`src/rtl/nominal_plant_model_pkg.sv`:
```
// Shared types and constants for the nominal plant model (sfix32_En10 datapath).
// Latency: n/a (package).
// Backpressure: n/a (package).
package nominal_plant_model_pkg;

    localparam int FRAC_BITS = 10;
    localparam int DT_SHIFT  = 10;
    localparam int ACC_SHIFT = 1;

    localparam logic signed [31:0] SFIX32_MAX = 32'sh7FFF_FFFF;
    localparam logic signed [31:0] SFIX32_MIN = 32'sh8000_0000;

    // Two guard bits are enough for any add/sub of two sign-extended 32-bit values
    typedef logic signed [33:0] sfix34_t;

    typedef enum logic [2:0] {
        ST_IDLE,
        ST_VEL,
        ST_POS,
        ST_ERR,
        ST_DONE
    } state_t;

    function automatic sfix34_t sext34(input logic signed [31:0] x);
        return {{2{x[31]}}, x};
    endfunction

endpackage

```
`src/rtl/nominal_plant_model_sat_add34.sv`:
```
// 34-bit signed add/subtract with saturation back to the sfix32 range.
// Latency: combinational.
// Backpressure: none.
module nominal_plant_model_sat_add34
    import nominal_plant_model_pkg::*;
(
    input  sfix34_t            a,
    input  sfix34_t            b,
    input  logic               sub,
    output logic signed [31:0] y
);

    sfix34_t sum;

    // Top three bits disagree exactly when the result does not fit in 32 bits
    always_comb begin
        sum = sub ? (a - b) : (a + b);
        if (sum[33:31] == 3'b000 || sum[33:31] == 3'b111) begin
            y = sum[31:0];
        end else if (sum[33]) begin
            y = SFIX32_MIN;
        end else begin
            y = SFIX32_MAX;
        end
    end

endmodule

```
`config.mk`:
```
export PLATFORM = sky130hd
export DESIGN_NAME = nominal_plant_model_sat_add34
export DESIGN_NICKNAME = d
export VERILOG_FILES = /design/src/rtl/nominal_plant_model_pkg.sv /design/src/rtl/nominal_plant_model_sat_add34.sv
export SDC_FILE = /design/constraint.sdc
export NUM_CORES = 1
export LEC_CHECK = 0
export BUFFER_PORTS_ARGS = -buffer_cell sky130_fd_sc_hd__buf_2
export CORE_ASPECT_RATIO = 0.5
export CORE_MARGIN = 4
export CORE_UTILIZATION = 54
export DETAILED_ROUTE_END_ITERATION = 6
export MAX_ROUTING_LAYER = met4
export PLACE_DENSITY = 0.88
export SYNTH_ARGS = -nofsm -noshare
export SYNTH_HDL_FRONTEND = slang
export SYNTH_SLANG_ARGS = --single-unit
```
`constraint.sdc`:
```
create_clock -name vclk -period 9.1
set_input_delay 1.82 -clock vclk [all_inputs]
set_output_delay 1.82 -clock vclk [all_outputs]
set_load 0.005 [all_outputs]
```
Word level (Yosys, flattened, before mapping)
Index checks and enable logic that the tools add are counted.
{ "word_totals": {"mem_count": 0, "word_cells": 8, "mem_bits_ro": 0, "latchBits": 0, "register_bits": 0, "in_bits": 69, "output_inout_bits": 32, "ram_bits": 0} }
{ "op_classes": {"order_cmp": 0, "eq_ne": 1, "multipliers": 0, "n_bitwise": 0, "n_addsub": 2, "n_reduce_logical": 2, "div_mod_pow": 0, "muxes": 3, "shift": 0} }
{ "op_table": {"columns": ["op", "count"], "rows": [
  ["32-bit 2-to-1 mux", 2],
  ["34-bit adder", 1],
  ["34-bit 2-to-1 mux", 1],
  ["34-bit subtractor", 1],
  ["3-bit == test, second input constant", 1],
  ["3-bit zero test", 1],
  ["1-bit logical OR", 1]
]} }

Logic depth before layout (Yosys ltp)
{ "depth": {"depth_word": 5, "mapped_depth": 19, "depth_no_buf": 17} }

Worst setup path after synthesis
No wires, ideal clock.
{ "synth_path": {"path_kind": "input to output", "startpoint": "in b[10]", "endpoint": "out y[0]", "n_path_buf": 1, "path_stages": 16, "setup_slack_ps": 985, "t_arrival_ps": 6295, "required_time_ps": 7280, "path_cell_list": "nor4_1 -> nand3b_1 -> or3_1 -> nor4_1 -> a21oi_1 -> xnor2_1 -> ha_1 -> and3_1 -> nand2_1 -> or3_1 -> a311o_1 -> a21oi_1 -> mux2i_1 -> a21oi_4 -> buf_12 -> a21oi_1"} }
{ "synth_between": {"elab_chain_len": 5, "word_cells_on_any_way": 8, "classes_between": "add/sub (2); eq/ne (1); mux (3); reduce/logical (2)"} }
{ "synth_rtl": {"columns": ["item", "line", "rtl"], "rows": [
  ["from (decl)", "nominal_plant_model_sat_add34.sv:8", "input sfix34_t b,"],
  ["34-bit adder or 34-bit subtractor (tied branches)", "nominal_plant_model_sat_add34.sv:17", "sum = sub ? (a - b) : (a + b);"],
  ["34-bit 2-to-1 mux (*)", "nominal_plant_model_sat_add34.sv:17", null],
  ["3-bit == test or 3-bit zero test (tied branches)", "nominal_plant_model_sat_add34.sv:18", "if (sum[33:31] == 3'b000 || sum[33:31] == 3'b111) begin"],
  ["1-bit logical OR", "nominal_plant_model_sat_add34.sv:18", null],
  ["32-bit 2-to-1 mux (*)", "nominal_plant_model_sat_add34.sv:18", null],
  ["to (decl)", "nominal_plant_model_sat_add34.sv:10", "output logic signed [31:0] y"]
]} }
Mark *: on every way between the ends. The rest lies on a longest branch, timed or not.

Final worst setup path
{ "layout_path": {"startpoint": "in b[10]", "endpoint": "out y[12]"} }
The elaborated chain is that of the path after synthesis.

==> impl_metrics.csv <==
group,metric,value,unit
power_and_ir_drop,p_per_area,130,mW/mm^2
timing,rsz0062_at_grt,"no",
synthesis,synth_compound_area_share,37.3,%
setup_path,cp_cell_sequence,"buf_2, nor4_1, nand3b_1, or3_1, nor4_1, buf_4, a21oi_1, xnor2_1, ha_1, and3_1, nand2_1, or3_1, a311o_1, a21oi_1, mux2i_1, buf_4, o21ai_4, o211ai_1, buf_2",
timing,post-route-period-util,94.5,%
die,rows,18,
setup_path,cp_max_fo,28,
final_layout,nClkBuffers,0,
synthesis,synth-simple-area-share,23.9,%
timing,hold_slack,4.06,ns
place,gp_congestion,0.964,
die,start_util,58.4,%
timing,fin_tns_setup,0,ns
synthesis,ys_seq_area_share,0,%
grt,antenna_found_initial,0,
setup_path,arrival,6.78,ns
power_and_ir_drop,finalPower,0.457,mW
timing,max_freq,116,MHz
setup_path,cpPeakStageDelay,0.63,ns
power_and_ir_drop,peakVddDrop,0.0000888,V
synthesis,synth.largest_area_cell,"ha_1",
routing,vias,3586,
setup_path,critical_path_class,"in -> out",
final_layout,final_cells,600,
routing,viasPerCell,5.98,
routing,wl_per_cell,14.8,microns
final_layout,n_antenna_cell,0,
die,core_area,0.00513,sq mm
final_layout,nNetsFinal,636,
routing,ant_nets,0,
final_layout,syn2layout_area_growth,17.1,%
job,maxCapViolCount,0,
synthesis,synth_area_leaders,"ha_1 14%, xnor2_1 13%, a21oi_1 9.5%",
timing,hold_violations,0,
final_layout,fin_util,68.4,%
place,placed_cell_area,0.00351,sq mm
setup_path,crit_buf_inv,4,
synthesis,yosys.area_share.adder,14.8,%
grt,grt_pass1_vias,3028,
synthesis,synth.avg_cell_area,6.82,sq um
synthesis,synth.net_count,544,
final_layout,stdcell_area,0.00351,sq mm
grt,grt_max_degree,34,
outcome,outcome,"finished clean",
clock_network,postCtsSetupBuffers,0,
final_layout,drive_gt1_share,24.2,%
grt,overflow,0,
timing,fin_ws,0.499,ns
place,dp_hpwl,7.52,mm
timing,drv_slew,0,
timing,max_slew_margin,45.6,%
synthesis,syn-cell-area,0.00300,sq mm
die,dieArea,0.00689,sq mm
die,chipWidth,113,microns
setup_path,cpMaxStageDelayCell,"o21ai_4",
die,chipHeight,60.7,microns
routing,first_pass_iters,5,
grt,grt_use_total,25.6,%
synthesis,syn_inst,440,
die,ioPinCount,101,
final_layout,seq_cells,0,
routing,drcViolationCount,0,
synthesis,synth_warnings,0,
setup_path,crit_required,7.28,ns
power_and_ir_drop,leakagePower,1.57,nW
setup_path,critPathLaunchType,"input port",
clock_network,hold_buffers,0,
place,post-place-ws,0.557,ns
synthesis,synth_top_family_by_area,"compound AO/OA/AOI/OAI gates",
timing,finalSetupViolCount,0,
clock_network,post_cts_resized,0,
synthesis,synth-xor-area-share,17.2,%
synthesis,muxShareOfSynthArea,0.667,%
setup_path,cp-end-kind,"output pin",
place,numPortBuffers,101,
timing,period_minus_slack,8.60,ns
routing,totalWireLength,8.88,mm
grt,grt_pass1_wl,14.3,mm
min_path,min_path_type,"in -> out",
routing,dr.first_iter.drc_count,330,
setup_path,cp_top_family,"simple AND/OR/NAND/NOR gates",
synthesis,synth_top_cell_area_share,14.2,%
final_layout,seq_area,0,sq um
synthesis,synthDistinctLibCells,65,
place,dp_cells,600,
timing,worst_pin_slew,0.813,ns
-- area by class of cell --
cell class | count | area [sq um]
multi-input combinational | 405 | 2820
fill | 495 | 1620
timing repair buffer | 104 | 528
tap | 70 | 87.6
inverter | 21 | 78.8
-- cells by family (layout without fill, tap and decap cells) --
family | after synthesis | in the layout
compound gates | 167 | 167
xor+xnor | 56 | 56
simple gates | 145 | 145
buf+inv | 35 | 125
fa+ha+maj | 35 | 35
mux | 2 | 2
-- layout by cell type (no fill, tap or decap), types with 12 or more instances in the layout --
cell,count
nor3_1,17
o21ai_0,28
a21oi_1,57
nor2_1,36
nand2_1,42
xnor2_1,45
a21o_1,12
ha_1,34
buf_2,101
inv_1,21
-- final timing paths --
check / start / end / slack [ns] / depth (start not counted)
max: b[10] / y[12] / 0.50 / 19
min: b[0] / y[0] / 4.06 / 4
-- cell usage after synthesis (3+ instances only) --
master,instances
and3_1,5
buf_2,3
inv_1,21
nor4_1,6
o31ai_1,3
a211oi_1,5
o21a_1,8
xor2_1,9
nand4_1,4
nor2_1,36
nor3_1,17
nand2_1,42
a21o_1,12
a31oi_1,11
ha_1,34
or3_1,5
a21oi_1,57
buf_6,4
nand2b_1,7
o211ai_1,5
nand3_1,9
clkbuf_1,6
o21ai_0,28
xnor2_1,45
o21ai_2,9
-- metal layers --
| layer | wire length [microns] | track usage [%] |
|---|---|---|
| met1 | 4330 | 37.6 |
| met2 | 3670 | 39.6 |
| met3 | 816 | 2.29 |
| met4 | 65 | 2.57 |
| met5 | 0 | - |
-- where the power goes --
group / leakage, nW / internal (mW) / switching, mW
Combinational: 1.57 / 0.198 / 0.258
Clock: 0 / 0 / 0
Sequential: 0 / 0 / 0
Total: 1.57 / 0.198 / 0.258
No activity file was read; power rests on OpenSTA's default activity.
